===== src/rtl/multicycle_controlunit.sv =====
// rtl/multicycle_controlunit.sv - multi-cycle RV32I main controller (optional trap: MCU_ILLEGAL_TRAP_EN)
module multicycle_controlunit #(
    parameter int MEM_TIMEOUT = 16
) (
    input  logic       clk,
    input  logic       rst_n,
    input  logic [6:0] opcode,
    input  logic       mem_ready,
    output logic       memreq,
    output logic       adrsrc,
    output logic       irwrite,
    output logic       pcupdate,
    output logic       branch,
    output logic       regwrite,
    output logic       memwrite,
    output logic [1:0] resultsrc,
    output logic [1:0] alusrca,
    output logic [1:0] alusrcb,
    output logic [1:0] aluop,
    output logic [1:0] immsrc,
    output logic       illegal,
    output logic       memerr
);

    typedef enum logic [3:0] {
        S_FETCH, S_DECODE, S_MEMADR, S_MEMREAD, S_MEMWB, S_MEMWRITE,
        S_EXECR, S_EXECI, S_ALUWB, S_JAL, S_BEQ, S_HALT
    } state_t;

    localparam logic [6:0] OP_LW   = 7'b0000011;
    localparam logic [6:0] OP_SW   = 7'b0100011;
    localparam logic [6:0] OP_R    = 7'b0110011;
    localparam logic [6:0] OP_I    = 7'b0010011;
    localparam logic [6:0] OP_JAL  = 7'b1101111;
    localparam logic [6:0] OP_BEQ  = 7'b1100011;

    // Counter is at least one bit wide so a disabled timeout still elaborates.
    localparam int CW = (MEM_TIMEOUT > 0) ? $clog2(MEM_TIMEOUT + 1) : 1;
    localparam logic [CW-1:0] TMAX = CW'(MEM_TIMEOUT);

    state_t        state, state_nxt;
    logic [CW-1:0] wait_cnt;
    logic          mem_state;
    logic          timeout_hit;
    logic          memreq_s, irwrite_s, pcupdate_s, branch_s, regwrite_s, memwrite_s;

    assign mem_state   = (state == S_FETCH) || (state == S_MEMREAD) || (state == S_MEMWRITE);
    assign timeout_hit = (MEM_TIMEOUT != 0) && mem_state && !mem_ready && (wait_cnt == TMAX);

    // Strobes are forced low while reset is held, independent of the clock.
    assign memreq   = rst_n & memreq_s;
    assign irwrite  = rst_n & irwrite_s;
    assign pcupdate = rst_n & pcupdate_s;
    assign branch   = rst_n & branch_s;
    assign regwrite = rst_n & regwrite_s;
    assign memwrite = rst_n & memwrite_s;

    // Immediate format follows the instruction register in every state.
    always_comb begin
        immsrc = 2'b00;
        case (opcode)
            OP_SW:   immsrc = 2'b01;
            OP_BEQ:  immsrc = 2'b10;
            OP_JAL:  immsrc = 2'b11;
            default: immsrc = 2'b00;
        endcase
    end

    // Next-state and per-state control outputs.
    always_comb begin
        state_nxt  = state;
        memreq_s   = 1'b0;
        adrsrc     = 1'b0;
        irwrite_s  = 1'b0;
        pcupdate_s = 1'b0;
        branch_s   = 1'b0;
        regwrite_s = 1'b0;
        memwrite_s = 1'b0;
        resultsrc  = 2'b00;
        alusrca    = 2'b00;
        alusrcb    = 2'b00;
        aluop      = 2'b00;
        case (state)
            S_FETCH: begin
                memreq_s  = 1'b1;
                alusrcb   = 2'b10;
                resultsrc = 2'b10;
                if (mem_ready) begin
                    irwrite_s  = 1'b1;
                    pcupdate_s = 1'b1;
                    state_nxt  = S_DECODE;
                end else if (timeout_hit) begin
                    state_nxt = S_HALT;
                end
            end
            S_DECODE: begin
                alusrca = 2'b01;
                alusrcb = 2'b01;
                case (opcode)
                    OP_LW, OP_SW: state_nxt = S_MEMADR;
                    OP_R:         state_nxt = S_EXECR;
                    OP_I:         state_nxt = S_EXECI;
                    OP_JAL:       state_nxt = S_JAL;
                    OP_BEQ:       state_nxt = S_BEQ;
`ifdef MCU_ILLEGAL_TRAP_EN
                    default:      state_nxt = S_HALT;
`else
                    default:      state_nxt = S_FETCH;
`endif
                endcase
            end
            S_MEMADR: begin
                alusrca   = 2'b10;
                alusrcb   = 2'b01;
                state_nxt = (opcode == OP_SW) ? S_MEMWRITE : S_MEMREAD;
            end
            S_MEMREAD: begin
                memreq_s = 1'b1;
                adrsrc   = 1'b1;
                if (mem_ready)        state_nxt = S_MEMWB;
                else if (timeout_hit) state_nxt = S_HALT;
            end
            S_MEMWB: begin
                resultsrc  = 2'b01;
                regwrite_s = 1'b1;
                state_nxt  = S_FETCH;
            end
            S_MEMWRITE: begin
                memreq_s   = 1'b1;
                memwrite_s = 1'b1;
                adrsrc     = 1'b1;
                if (mem_ready)        state_nxt = S_FETCH;
                else if (timeout_hit) state_nxt = S_HALT;
            end
            S_EXECR: begin
                alusrca   = 2'b10;
                aluop     = 2'b10;
                state_nxt = S_ALUWB;
            end
            S_EXECI: begin
                alusrca   = 2'b10;
                alusrcb   = 2'b01;
                aluop     = 2'b10;
                state_nxt = S_ALUWB;
            end
            S_ALUWB: begin
                regwrite_s = 1'b1;
                state_nxt  = S_FETCH;
            end
            S_JAL: begin
                alusrca    = 2'b01;
                alusrcb    = 2'b10;
                pcupdate_s = 1'b1;
                state_nxt  = S_ALUWB;
            end
            S_BEQ: begin
                alusrca   = 2'b10;
                aluop     = 2'b01;
                branch_s  = 1'b1;
                state_nxt = S_FETCH;
            end
            S_HALT:  state_nxt = S_HALT;
            default: state_nxt = S_FETCH;
        endcase
    end

    // State register, memory wait counter and sticky timeout flag.
    always_ff @(posedge clk or negedge rst_n) begin
        if (!rst_n) begin
            state    <= S_FETCH;
            wait_cnt <= '0;
            memerr   <= 1'b0;
        end else begin
            state  <= state_nxt;
            memerr <= memerr | timeout_hit;
            if (state_nxt != state)
                wait_cnt <= '0;
            else if (mem_state && !mem_ready && wait_cnt != TMAX)
                wait_cnt <= wait_cnt + 1'b1;
        end
    end

`ifdef MCU_ILLEGAL_TRAP_EN
    logic bad_op;
    assign bad_op = (state == S_DECODE) &&
                    !((opcode == OP_LW) || (opcode == OP_SW) || (opcode == OP_R) ||
                      (opcode == OP_I) || (opcode == OP_JAL) || (opcode == OP_BEQ));

    // Sticky flag for an unsupported opcode seen in DECODE.
    always_ff @(posedge clk or negedge rst_n) begin
        if (!rst_n) illegal <= 1'b0;
        else        illegal <= illegal | bad_op;
    end
`else
    assign illegal = 1'b0;
`endif

endmodule


===== config.mk =====
export PLATFORM = sky130hd
export DESIGN_NAME = multicycle_controlunit
export DESIGN_NICKNAME = d
export VERILOG_FILES = /design/src/rtl/multicycle_controlunit.sv
export SDC_FILE = /design/constraint.sdc
export NUM_CORES = 1
export LEC_CHECK = 0
export BUFFER_PORTS_ARGS = -buffer_cell sky130_fd_sc_hd__clkbuf_2
export CELL_PAD_IN_SITES_DETAIL_PLACEMENT = 0
export CELL_PAD_IN_SITES_GLOBAL_PLACEMENT = 1
export CORE_ASPECT_RATIO = 1.2
export CORE_MARGIN = 2
export CORE_UTILIZATION = 30
export CTS_BUF_LIST = sky130_fd_sc_hd__clkbuf_16
export DETAILED_ROUTE_END_ITERATION = 16
export PLACE_DENSITY = 0.74
export SLEW_MARGIN = 20
export SYNTH_ARGS = -nofsm -noshare
export SYNTH_HDL_FRONTEND = slang
export SYNTH_SLANG_ARGS = --single-unit

===== constraint.sdc =====
create_clock -name clk -period 1.9 [get_ports clk]
set_input_delay 0.19 -clock clk [delete_from_list [all_inputs] [get_ports clk]]
set_output_delay 0.19 -clock clk [all_outputs]
set_load 0.01 [all_outputs]

Word-level counts from Yosys, hierarchy flattened
Index checks and enable logic that the tools add are counted.
- register bits after elaboration: 10
- word-level logic and storage cells: 71
- equal/unequal tests: 20
- muxes and demuxes: 22
- add/sub/neg operators: 1
- reductions and logical operators: 18
- bitwise logic cells: 7
- operators with widths (kind ; count):
    4-bit one-hot mux with 7 select lines ; 1
    4-bit one-hot mux with 5 select lines ; 1
    4-bit by 3-bit == test with 1-bit output (second input constant) ; 4
    4-bit == test (second input constant) ; 4
    4-bit 2-to-1 mux ; 4
    2-bit one-hot mux with 2 select lines ; 4
    7-bit by 6-bit == test with 1-bit output (second input constant) ; 2
    7-bit == test (second input constant) ; 2
    2-bit OR reduction ; 6
    5-bit 2-to-1 mux ; 2
    3-bit OR reduction ; 3
    4-bit by 2-bit == test with 1-bit output (second input constant) ; 2
    7-bit by 2-bit == test with 1-bit output (second input constant) ; 1
    7-bit by 5-bit == test with 1-bit output (second input constant) ; 1
    1-bit 2-to-1 mux ; 7
    1-bit bitwise AND ; 6
    2-bit one-hot mux with 3 select lines ; 1
    5-bit by 1-bit adder with 5-bit output (second input constant) ; 1
    5-bit == test (second input constant) ; 1
    5-bit inequality test (second input constant) ; 1
    4-bit by 1-bit == test with 1-bit output (second input constant) ; 1
    4-bit logical NOT ; 1
    4-bit inequality test ; 1
    4-bit OR reduction ; 1
    7 further kinds ; 10

Logic depth before layout (Yosys ltp)
Gate-level depths: netlist (run 1).
- word-level depth: 10
- depth in mapped cells: 7
- gate-level depth less buffers: 7

Worst setup path before layout (run 1)
Ideal clock, no wire load.
- path kind: register to register
- start: reg state[1]
- end: reg wait_cnt[0]
- library setup time: 0.129 ns
- data required time: 1.771 ns
- cell stages (with the launch flop): 7
- setup slack: 0.056 ns
- buffers on the path: 1
- clock period less this slack: 1.844 ns
- data arrival time: 1.715 ns
- cell sequence: dfrtp_1 > clkbuf_1 > nor4_1 > o21bai_2 > nand2_1 > a31oi_4 > nor3_1
- longest elaborated chain between the ends: 10
- elaborated cells on any way between the ends: 23
- those cells by class: eq/ne: 9; mux: 6; reduce/logical: 8
- ends and longest elaborated chain (item ; RTL line ; RTL):
    start, declared ; 41 ; state_t state, state_nxt;
    start signal, assigned ; 174 ; state <= state_nxt;
    4-bit by 2-bit == test with 1-bit output / 4-bit logical NOT (equally long branches) ; 47, 83 ;
    1-bit logical OR (2 in series) ; 47 ; assign mem_state = (state == S_FETCH) || (state == S_MEMREAD) || (state == S_MEMWRITE);
    1-bit logical AND ; 48, 178 ;
    1-bit logical AND ; 48 ; assign timeout_hit = (MEM_TIMEOUT != 0) && mem_state && !mem_ready && (wait_cnt == TMAX);
    4-bit 2-to-1 mux ; 92, 121, 133 ;
    4-bit 2-to-1 mux, on equally long branches ; 132, 120, 88 ;
    4-bit one-hot mux with 7 select lines ; 83 ; case (state)
    4-bit inequality test ; 176 ; if (state_nxt != state)
    5-bit 2-to-1 mux / 2-bit nonzero test (equally long branches) ; -- ;
    end signal, assigned ; 179 ; wait_cnt <= wait_cnt + 1'b1;
    end, declared ; 42 ; logic [CW-1:0] wait_cnt;
Several ways; a longest one is shown, not always the timed one.
A chain may end at the register's enable or synchronous reset.

Final worst setup path (run 1)
- start: reg state[2]
- end: out branch
- longest elaborated chain between the ends: 3
- ends and longest elaborated chain (item ; RTL line ; RTL):
    4-bit == test ; 83 ;
    1-bit 2-to-1 mux ; 83 ;
    1-bit bitwise AND ; 54 ; assign branch = rst_n & branch_s;
    end, declared ; 13 ; output logic branch,
Every way passes these cells.

==> run summary, run 1 <==
The synthesized netlist devotes 2.42% of its cell area to adder and majority cells. The final sum of negative setup slack is 0 ns. The number of logic stages on the critical path including buffering is 5, and the wire length after detailed routing is 2790 um. In this run the remaining antenna-violating nets after routing total 0.

The endpoint identified for the worst register-to-register timing path is wait_cnt[1]$_DFFE_PN0P_. The number of nets at the end of the flow came out at 180. Of the total synthesized cell area, the portion taken by AND, OR, NAND and NOR gates is 41.5%.

For this run, the number of Yosys warnings is 0. TritonCTS built the clock tree. The die covers 3940 sq um. The run finished with clean final reports. The clock period minus worst slack was 1.79 ns; the fraction of the mapped netlist area in compound gates was 18.5%. For this design the ratio of total power to cell area is 1150 nW/um^2. The run gives 0.708 mV as the maximum resistive drop on vdd.

The vertical die dimension is 68.3 um. The run gives 0.560 GHz as the maximum operating frequency. Entering global routing, the biggest net connects 17 pins. For this design the static power due to leakage is 0.655 nW.

After floorplanning, the core was divided into 23 placement rows. In this design, the largest share of critical-path delay is due to simple AND/OR/NAND/NOR gates. The max-cap check violation count came out at 0. The first global-routing pass estimated 4660 um of wire. The logs give 3 for the number of buffers created by CTS and 2 for the maximum buffer depth of the clock tree. After synthesis, the largest family of logic cells by area is simple AND/OR/NAND/NOR gates. The run gives 1.60 ns as the data arrival time of the critical path.

The repair_antennas step left the layout with diodes totalling 0. Counting flops with an async set or reset pin after synthesis yields a share of 100%. For the maximum level of the CTS H-tree, the log shows 1. The design draws 1.56 mW. The number of synthesized flops with an enable pin is 0. The library cell used most frequently in the layout, excluding fill and tap cells, is clkbuf_2. For the total area of sequential cells, the log shows 250 sq um. For this run, design rule violations remaining after detail routing come to 0.

29 I/O pins were placed. After technology mapping, the gate count stands at 133. The tools report the clock skew as 0.00192 ns. The final non-filler cell area was 1360 sq um; the buffer and inverter count on the worst path was 2. The peak per-stage delay on the critical path is 0.45 ns. The post-layout worst setup margin is 0.113 ns, and the final standard cell count with taps included and fillers excluded is 203. The core region is 3310 sq um. Total global routing track utilization: 15.1%. Setup repair after global routing left no endpoint under its margin.

The worst register-to-register path has a setup slack of 0.19 ns. The count of unique library cells instantiated by Yosys is 43, and the worst hold slack across all endpoints is 0.336 ns. The clock latency reported for the late side of the worst-skew pair was 0.23 ns. The average instance in the mapped netlist occupies 7.78 sq um. Across all layers, the routed design uses 1078 vias. Along the worst hold path, the cell count comes to 3. In this run the critical register-to-register path is launched from state[0]$_DFF_PN0_.

For this run, the detailed router's first-pass iteration total came to 4. The type of the worst setup path is reg -> out. In this run the worst hold path is classified as in -> reg.

The synthesized-area fraction occupied by xor and xnor cells was 5.93%. The standard cell with the maximum stage delay on the critical path was dfrtp_1. In the final routed layout, each cell accounts on average for 13.8 um. In the final layout, the multi-input gates occupy 738 sq um.

In this run the horizontal extent of the chip is 57.6 um. The portion of synthesized area spent on multiplexers is 0.967%. The start point of the worst hold path is opcode[6]. The synthesized design contains 10 register bits.

Hold violation total from the final report: 0. The final period utilization is 94.0%, and the clock slew at the register clock pins of the worst setup and hold paths is 0.04 ns. The number of pins with negative max-slew slack in the final report is 0, and the cell area after synthesis is 1030 sq um.

STA classifies the critical path endpoint as an output port. Placed cell count: 199. The root buffer cell chosen for the clock tree is clkbuf_16. The fraction of final layout cells with drive strength greater than 1 works out to 31.9%. The most used flip-flop cell after synthesis is dfrtp_1. In this run the worst path has a maximum fanout of 11. For the fill cell total of the finished layout, the log shows 342. The initial utilization of the core area, before any placement, comes to 31.3%.

Data on the critical path is required at its endpoint by 1.71 ns. From synthesis to final layout, the design area changed by 31.1%. Detailed placement ended at an HPWL of 2280 um. After detailed placement, the total cell area comes to 1250 sq um.

The clock sink count came out at 10. During placement, the flow inserted port buffers numbering 27. The signal on the critical path passes through buf_4 -> nor2b_1 -> and3_1 -> and2_1 -> clkbuf_2.

The run gives 0 as the setup violation total in the final timing report. The run gives 0 as the number of antenna violations at the first check in global routing. Before CTS, the worst setup slack after placement is 0.0336 ns. For the worst flop-to-flop path, the logic depth is 4.

Of the synthesized area, sequential elements account for 24.2%. The run gives 145 as the synthesized net count. For this run, the share of the core covered by cells in the final layout is 41.0%. The tools report the residual overflow from global routing as 0.

For hold timing, the worst endpoint is state[1]$_DFF_PN0_. The final weighted congestion of routability-driven global placement came out at 0.822. The sort of element at the start of the critical path is a flop.

The detailed router finished its first iteration with 48 violations. The average vias per placed instance was 5.31; the via count of the first global-routing pass was 1019. The library cells used most frequently in the layout, excluding fill and tap cells, are clkbuf_2 (27), nand2_1 (15), nor2_1 (13).
worst max path at each step:
stage / startpoint / end
5_1_grt: wait_cnt[0]$_DFFE_PN0P_ / wait_cnt[4]$_DFFE_PN0P_
4_1_cts: wait_cnt[0]$_DFFE_PN0P_ / wait_cnt[1]$_DFFE_PN0P_
3_5_place_dp: wait_cnt[0]$_DFFE_PN0P_ / wait_cnt[4]$_DFFE_PN0P_
2_1_floorplan: state[1]$_DFF_PN0_ / wait_cnt[0]$_DFFE_PN0P_
6_report: state[2]$_DFF_PN0_ / branch
3_3_place_gp: wait_cnt[0]$_DFFE_PN0P_ / wait_cnt[0]$_DFFE_PN0P_
what timing repair did:
item,CTS,global route
resized for setup,0,3
setup endpoints to repair,0,7
hold buffers,1,0
endpoints found under the hold margin,10,0
setup buffers,0,0
state kept, by name (all words and copies together), names as in the netlist:
| register | flops |
|---|---|
| state | 4 |
| memerr | 1 |
| wait_cnt | 5 |
power breakdown:
group	internal (mW)	total, mW	switching (mW)
combinational	0.411	0.893	0.481
sequential	0.247	0.307	0.0595
clock	0.272	0.363	0.0904
layout make-up:
type,instances,share of cell area (%)
Multi-Input combinational cell,109,54.4
Sequential cell,10,18.5
Timing Repair Buffer,39,16.8
Clock buffer,3,5.54
Tap cell,37,3.41
Inverter,5,1.38
kinds of logic (layout without fill, tap and decap cells):
family          count (synthesis)  count (layout)
compound gates                 22              22
fa+ha+maj                       2               2
buf+inv                        14              47
other cells                     1               1
flops                          10              10
xor+xnor                        7               7
mux                             1               1
simple gates                   76              76
routing by layer:
layer / GRT usage, % / wire length [um]
met5: 0 / 0
met2: 26.7 / 1390
met3: 2.46 / 133
met4: 3.49 / 23
met1: 19.2 / 1250
worst min-delay path: cells and delay by family:
family | cells | cell delay, ns
and+or+nand+nor | 1 | 0.11
AOI/OAI and AO/OA | 1 | 0.12
buffers and inverters | 1 | 0.11
cell usage after synthesis, drive strengths merged, types with 3 or more instances:
master	number	area, sq um
o21ai	5	25.0
nand2b	7	51.3
inv	5	18.8
buf	7	37.5
dfrtp	10	250
xor2	4	35.0
nand2	15	56.3
nor2	13	48.8
a21oi	5	25.0
and3	7	43.8
xnor2	3	26.3
nand3	7	35.0
nor2b	5	31.3
nor3	8	40.0
(Power assumes the default switching activity.)
==> run 2: changes to the inputs <==
CORE_UTILIZATION = 37   (was 30)
PLACE_DENSITY = 0.87   (was 0.74)
==> run summary, run 2 (same netlist as run 1, synthesis figures left out) <==
The run finished with clean final reports. The logs give 0.821 (-0.16%) for the final weighted congestion of routability-driven global placement and 1360 sq um (about the same) for the final non-filler cell area. The peak per-stage delay on the critical path is 0.47 ns (+0.02 ns), and the die extent in x is 52.3 um (-9.3%).

Maximum level of the CTS H-tree: 1 (unchanged). The number of flip-flops under the largest register name is 5 (unchanged), and the wire length per cell after detailed routing is 14.6 um (+5.9%). The max-cap check violation count is 0 (unchanged).

The hold violation total from the final report came out at 0 (unchanged). The global-route wire length before repair is 4590 um (-1.5%), and the number of nets at the end of the flow is 179 (-0.56%). The tools report the number of inserted diodes as 0 (unchanged).

Final core area utilization: 49.6% (+8.6 points). The data arrival time of the critical path is 1.58 ns (-0.02 ns). The wire length after detailed routing is 2900 um (+3.8%).

Ranked by flip-flop count, first place goes to wait_cnt. The number of I/O port buffers works out to 27 (unchanged). The tree is rooted in a clkbuf_16. The largest registers in the layout are wait_cnt (5), state (4), memerr (1).

The half-perimeter wire length after placement is 2270 um (-0.59%). The sort of element at the start of the critical path is a flop. The full die area is 3240 sq um (-18%), and the total area of sequential cells is 251 sq um (+0.50%). Most common cell after layout, fill and taps aside: clkbuf_2. The logs give 283 (-17%) for the fill cell total of the finished layout and 0.00122 ns (-0.000698 ns) for the clock skew. The clock slew at the register clock pins of the worst setup and hold paths is 0.04 ns (about the same), and the number of buffers created by CTS is 3 (unchanged). The run gives 0 (unchanged) as the number of pins with negative max-slew slack in the final report.

The signed area change from the synthesized netlist to the final layout is 31.0% (about the same). The run gives 1090 (+1.1%) as the total via count in the routed design. The maximum operating frequency is 0.565 GHz (+0.94%). Clock sink count: 10 (unchanged).

The run gives 0.14 ns (-0.05 ns) as the setup slack of the worst register-to-register path. The detailed-router iteration count before antenna repair is 4 (unchanged). On the critical path, the stage with the largest delay is an instance of dfrtp_2. The total met2 wirelength after detailed routing was 1560 um (+12%); the count of nets left with antenna violations after detail routing was 0 (unchanged). The number of top-level pins came out at 29 (unchanged).

The final period utilization came out at 93.2% (-0.88 points). The critical path goes through nor4_1 -> o21bai_2 -> and2_1 -> clkbuf_2. Core outline area: 2730 sq um (-17%). For the total setup buffers inserted after CTS, the log shows 0 (unchanged). The tools report the starting density of the core as 37.9% (+6.6 points). Vertical die dimension: 61.9 um (-9.4%). The maximum buffer depth of the clock tree was 2 (unchanged).

The run gives 0.836 mV (+18%) as the maximum resistive drop on vdd. The setup violation total in the final timing report is 0 (unchanged). TritonCTS built the clock tree. The total global routing track utilization was 19.0% (+3.9 points).

For the pin count of the biggest net entering global routing, the log shows 17 (unchanged). The min-delay analysis places its worst path in the category in -> reg. The run gives 0 (unchanged) as the count of unresolved DRC violations after routing.

The post-route met1 wirelength was 1210 um (-2.6%). The clock period minus worst slack is 1.77 ns (-0.0167 ns). The element type at the critical path end was an output port. The via count of the first global-routing pass was 1006 (-1.3%). For the number of DRC markers after the initial detailed-route iteration, the log shows 31 (-35%). The highest metal layer carrying signal wires in the routed design is met4. The worst hold slack across all endpoints is 0.330 ns (-0.00632 ns), and the average vias per placed instance is 5.48 (+3.1%). The number of antenna violations at the first check in global routing is 0 (unchanged), and the peak fanout along the critical path is 10 (-1). Worst endpoint required time: 1.71 ns (about the same).

The type of the worst setup path is reg -> out. The setup slack at placement was 0.0752 ns (+0.0417 ns); the area occupied by multi-input gates was 743 sq um (+0.68%). The clock latency reported for the late side of the worst-skew pair was 0.24 ns (about the same). The static leakage is 0.655 nW (about the same). The post-layout worst setup margin came out at 0.130 ns (+0.0167 ns).

The fraction of final layout cells with drive strength greater than 1 was 32.7% (+0.80 points); the power per cell area was 1140 nW/um^2 (-0.66%). The number of placement rows is 21 (-8.7%). Residual overflow from global routing: 0 (unchanged). In the layout the commonest cells are clkbuf_2 (27), nand2_1 (15), nor2_1 (13).

The logs give 102 um (-23%) for the routed wire length on met3 and 1240 sq um (-0.90%) for the post-place instance area.
-- run 2: through the flow --
stage	std cells	setup TNS [ns]	total power [mW]
finish	199	0	1.55
global route	199	-0.0131	1.68
CTS	199	0	1.53
detailed placement	195	0	1.15
global placement	195	0	1.15
floorplan	133	0	0.861
-- run 2: power by group --
group          switching, mW  total (mW)  leakage [nW]  internal (mW)
sequential            0.0503       0.299         0.136          0.249
combinational          0.487       0.879         0.482          0.392
clock                 0.0986       0.372        0.0370          0.273
total                  0.636        1.55         0.655          0.914
-- run 2: what timing repair did --
action | CTS | global route
setup endpoints to repair | 0 | 7
hold buffers | 1 | 0
gates resized for setup | 0 | 6
hold endpoints to repair | 10 | 0
-- run 2: per-layer routing --
layer	vias up	global-route usage, %
li1	534	-
met1	528	21.8
met2	25	36.3
met3	3	3.35
met4	0	5.13
met5	-	0
-- run 2: critical path, delay by kind of cell, from the launching register on --
family	cells	cell delay [ns]
DFF	1	0.47
AOI/OAI and AO/OA	1	0.23
buffers and inverters	1	0.12
and+or+nand+nor	2	0.52
-- run 2: worst paths after layout --
check / startpoint / endpoint / cells after the start
worst max-delay path: state[1]$_DFF_PN0_ / memreq / 4
worst max register to register: wait_cnt[0]$_DFFE_PN0P_ / wait_cnt[4]$_DFFE_PN0P_ / 7
max in group asynchronous: rst_n / state[1]$_DFF_PN0_ / 2
min in group asynchronous: rst_n / state[1]$_DFF_PN0_ / 2
worst min-delay path: opcode[6] / state[1]$_DFF_PN0_ / 3
worst min register to register: memerr$_DFF_PN0_ / memerr$_DFF_PN0_ / 1
-- run 2: area by class of cell --
type	instances	area share [%]
multi-input combinational	109	54.8
sequential	10	18.6
timing repair buffer	38	16.5
clock buffer	3	5.54
tap	34	3.14
inverter	5	1.39
==> run 3: changes to the inputs <==
CORE_ASPECT_RATIO = not set   (was 1.2)
SETUP_SLACK_MARGIN = 0.5   (was not set)
==> run summary, run 3 (same netlist as run 1, synthesis figures left out) <==
The flow ran to the end, and the final reports show no timing, DRC or antenna violations. The fill cell total of the finished layout came out at 200 (-29%). Setup repair after global routing could not meet its margin everywhere. Grouping stages by cell kind, the critical path spends the most delay in simple AND/OR/NAND/NOR gates. The hold violation total from the final report came out at 0 (unchanged). STA classifies the critical path startpoint as a flop.

The library cell used most frequently in the layout, excluding fill and tap cells, is buf_4. The starting density of the core is 38.2% (+0.31 points), and the maximum resistive drop on vdd is 0.951 mV (+14%). The tools report the half-perimeter wire length after placement as 2160 um (-4.8%). For the total global routing track utilization, the log shows 23.2% (+4.2 points). The class of the most critical hold timing path is in -> reg.

The run gives 0 (unchanged) as the number of antenna violations at the first check in global routing. The largest registers in the layout are wait_cnt (5), state (4), memerr (1). The wire length per cell after detailed routing was 16.7 um (+15%); the number of inserted diodes was 0 (unchanged). Overall power of the completed layout: 2.27 mW (+46%). Count of nets left with antenna violations after detail routing: 0 (unchanged).

Number of buffers created by CTS: 3 (unchanged). The tools report the max-cap check violation count as 0 (unchanged). The die extent in x works out to 56.9 um (+8.8%). The run gives 1.51 ns (-0.07 ns) as the data arrival time of the critical path.

The logs give 2 (unchanged) for the maximum buffer depth of the clock tree and 51 (+65%) for the number of DRC markers after the initial detailed-route iteration. The via count of the first global-routing pass was 1212 (+20%). The final period utilization works out to 89.6% (-3.5 points).

The root cell of the clock tree was clkbuf_16. Transition time at the pin with the least slew margin: 0.536 ns. The critical path is of the reg -> out type. The buffer and inverter count on the worst path was 1 (unchanged); the number of placement rows was 19 (-9.5%). The vertical die dimension is 56.9 um (-8.2%). The setup violation total in the final timing report was 0 (unchanged). The run gives 0.00235 ns (+0.00113 ns) as the clock skew. Walking the worst path, the cells encountered are nor4_4 -> o21bai_4 -> and2_4 -> buf_6.

The wire length after detailed routing is 3840 um (+33%), and the signed area change from the synthesized netlist to the final layout is 87.8%. For the worst endpoint required time, the log shows 1.71 ns (about the same). The hold path depth came out at 3 (unchanged). The clock slew at the register clock pins of the worst setup and hold paths came out at 0.04 ns (about the same).

The final sum of negative setup slack was 0 ns (unchanged). The number of flip-flops under the largest register name is 5 (unchanged), and the residual overflow from global routing is 0 (unchanged). The peak per-stage delay on the critical path is 0.47 ns (about the same), and the clock period minus worst slack is 1.70 ns (-0.0671 ns). The tools report the number of pins with negative max-slew slack in the final report as 0 (unchanged). wait_cnt holds more flip-flops than any other register. The full die area is 3240 sq um (about the same), and the detailed-router iteration count before antenna repair is 4 (unchanged). The count of unresolved DRC violations after routing is 0 (unchanged), and the number of I/O port buffers is 27 (unchanged). The tools report the final weighted congestion of routability-driven global placement as 0.874 (+6.4%).

Average vias per placed instance: 5.51 (+0.65%). The power per cell area was 1170 nW/um^2 (+1.9%); the pin count of the biggest net entering global routing was 11 (-6). The slowest stage of the critical path is the dfrtp_2 cell. The count of cells along the worst register-to-register path works out to 6 (-1).

TritonCTS built the clock tree. The top cell types in the final layout, fill and taps aside, are buf_4 (31), clkbuf_2 (16), buf_6 (16). The number of nets at the end of the flow was 213 (+19%); the final core area utilization was 71.7% (+22 points).

Number of top-level pins: 29 (unchanged). Maximum operating frequency: 0.587 GHz (+3.9%). Element type at the critical path end: an output port. The global-route wire length before repair is 5750 um (+25%). The total via count in the routed design is 1268 (+16%). The static leakage came out at 0.903 nW (+38%).

The logs give 0.159 ns (+0.0835 ns) for the setup slack at placement and 10 (unchanged) for the clock sink count. The worst pin sits at a relative slew slack of 64.1%. The maximum level of the CTS H-tree was 1 (unchanged); the peak fanout along the critical path was 7 (-3). The number of logic stages on the critical path including buffering works out to 4 (unchanged). The core outline area was 2710 sq um (-0.82%); the fraction of final layout cells with drive strength greater than 1 was 65.3% (+33 points). The post-layout worst setup margin was 0.197 ns (+0.0671 ns); the clock latency reported for the late side of the worst-skew pair was 0.24 ns (about the same).
==> run 3: changes by cell type in the layout (fill, tap and decap cells not counted), sizes merged <==
cell,delta
clkbuf,-11
buf,+45
==> run 3: area by class of cell <==
type / count / area [sq um] / area share (%)
multi-input cells: 109 / 987 / 50.8
repair buffers: 72 / 568 / 29.2
flip-flops and latches: 10 / 255 / 13.1
clock buffers: 3 / 75.1 / 3.86
well taps: 31 / 38.8 / 2.00
inverters: 5 / 18.8 / 0.966
==> run 3: repair_timing <==
item                                    4_1_cts  5_1_grt
hold buffers                                  1        0
pin swaps                                    13       16
endpoints found under the setup margin       25       25
resized for setup                            39       39
setup buffers                                22       14
endpoints found under the hold margin        10        0
==> run 3: power by group <==
| group | internal [mW] | total (mW) | switching, mW |
|---|---|---|---|
| Sequential | 0.252 | 0.320 | 0.0680 |
| Clock | 0.274 | 0.380 | 0.106 |
| Combinational | 0.828 | 1.57 | 0.738 |
==> run 3: worst min-delay path, cell delays in order <==
cell and delay (ns):
clkbuf_2 0.11, a21oi_1 0.11, or3_1 0.11
==> run 3: path summary, 6_finish.rpt <==
kind                       slack [ns]                from                       to
setup / recovery                 0.20  state[0]$_DFF_PN0_                   memreq
hold / removal                   0.31           opcode[6]       state[1]$_DFF_PN0_
setup reg to reg                 0.20  state[0]$_DFF_PN0_  wait_cnt[2]$_DFFE_PN0P_
hold reg to reg                  0.46    memerr$_DFF_PN0_         memerr$_DFF_PN0_
max in group asynchronous        0.91               rst_n       state[3]$_DFF_PN0_
min in group asynchronous        0.61               rst_n       state[1]$_DFF_PN0_
==> run 3: layer usage <==
layer	vias to the layer above	track usage (%)	part of all wire, %
met2	43	43.3	54
met4	0	9.30	2.6
li1	601	-	-
met1	611	25.9	38
met3	13	3.23	4.8
met5	-	0	0
==> run 3: through the flow <==
stage                     std cells  hold slack, ns  instance area (sq um)
after CTS                       216           0.310                   1710
final                           230           0.315                   1940
after floorplan                 133          -0.106                   1120
after detailed placement        190           0.113                   1280
after global routing            230           0.339                   1940
after global placement          190           0.105                   1280
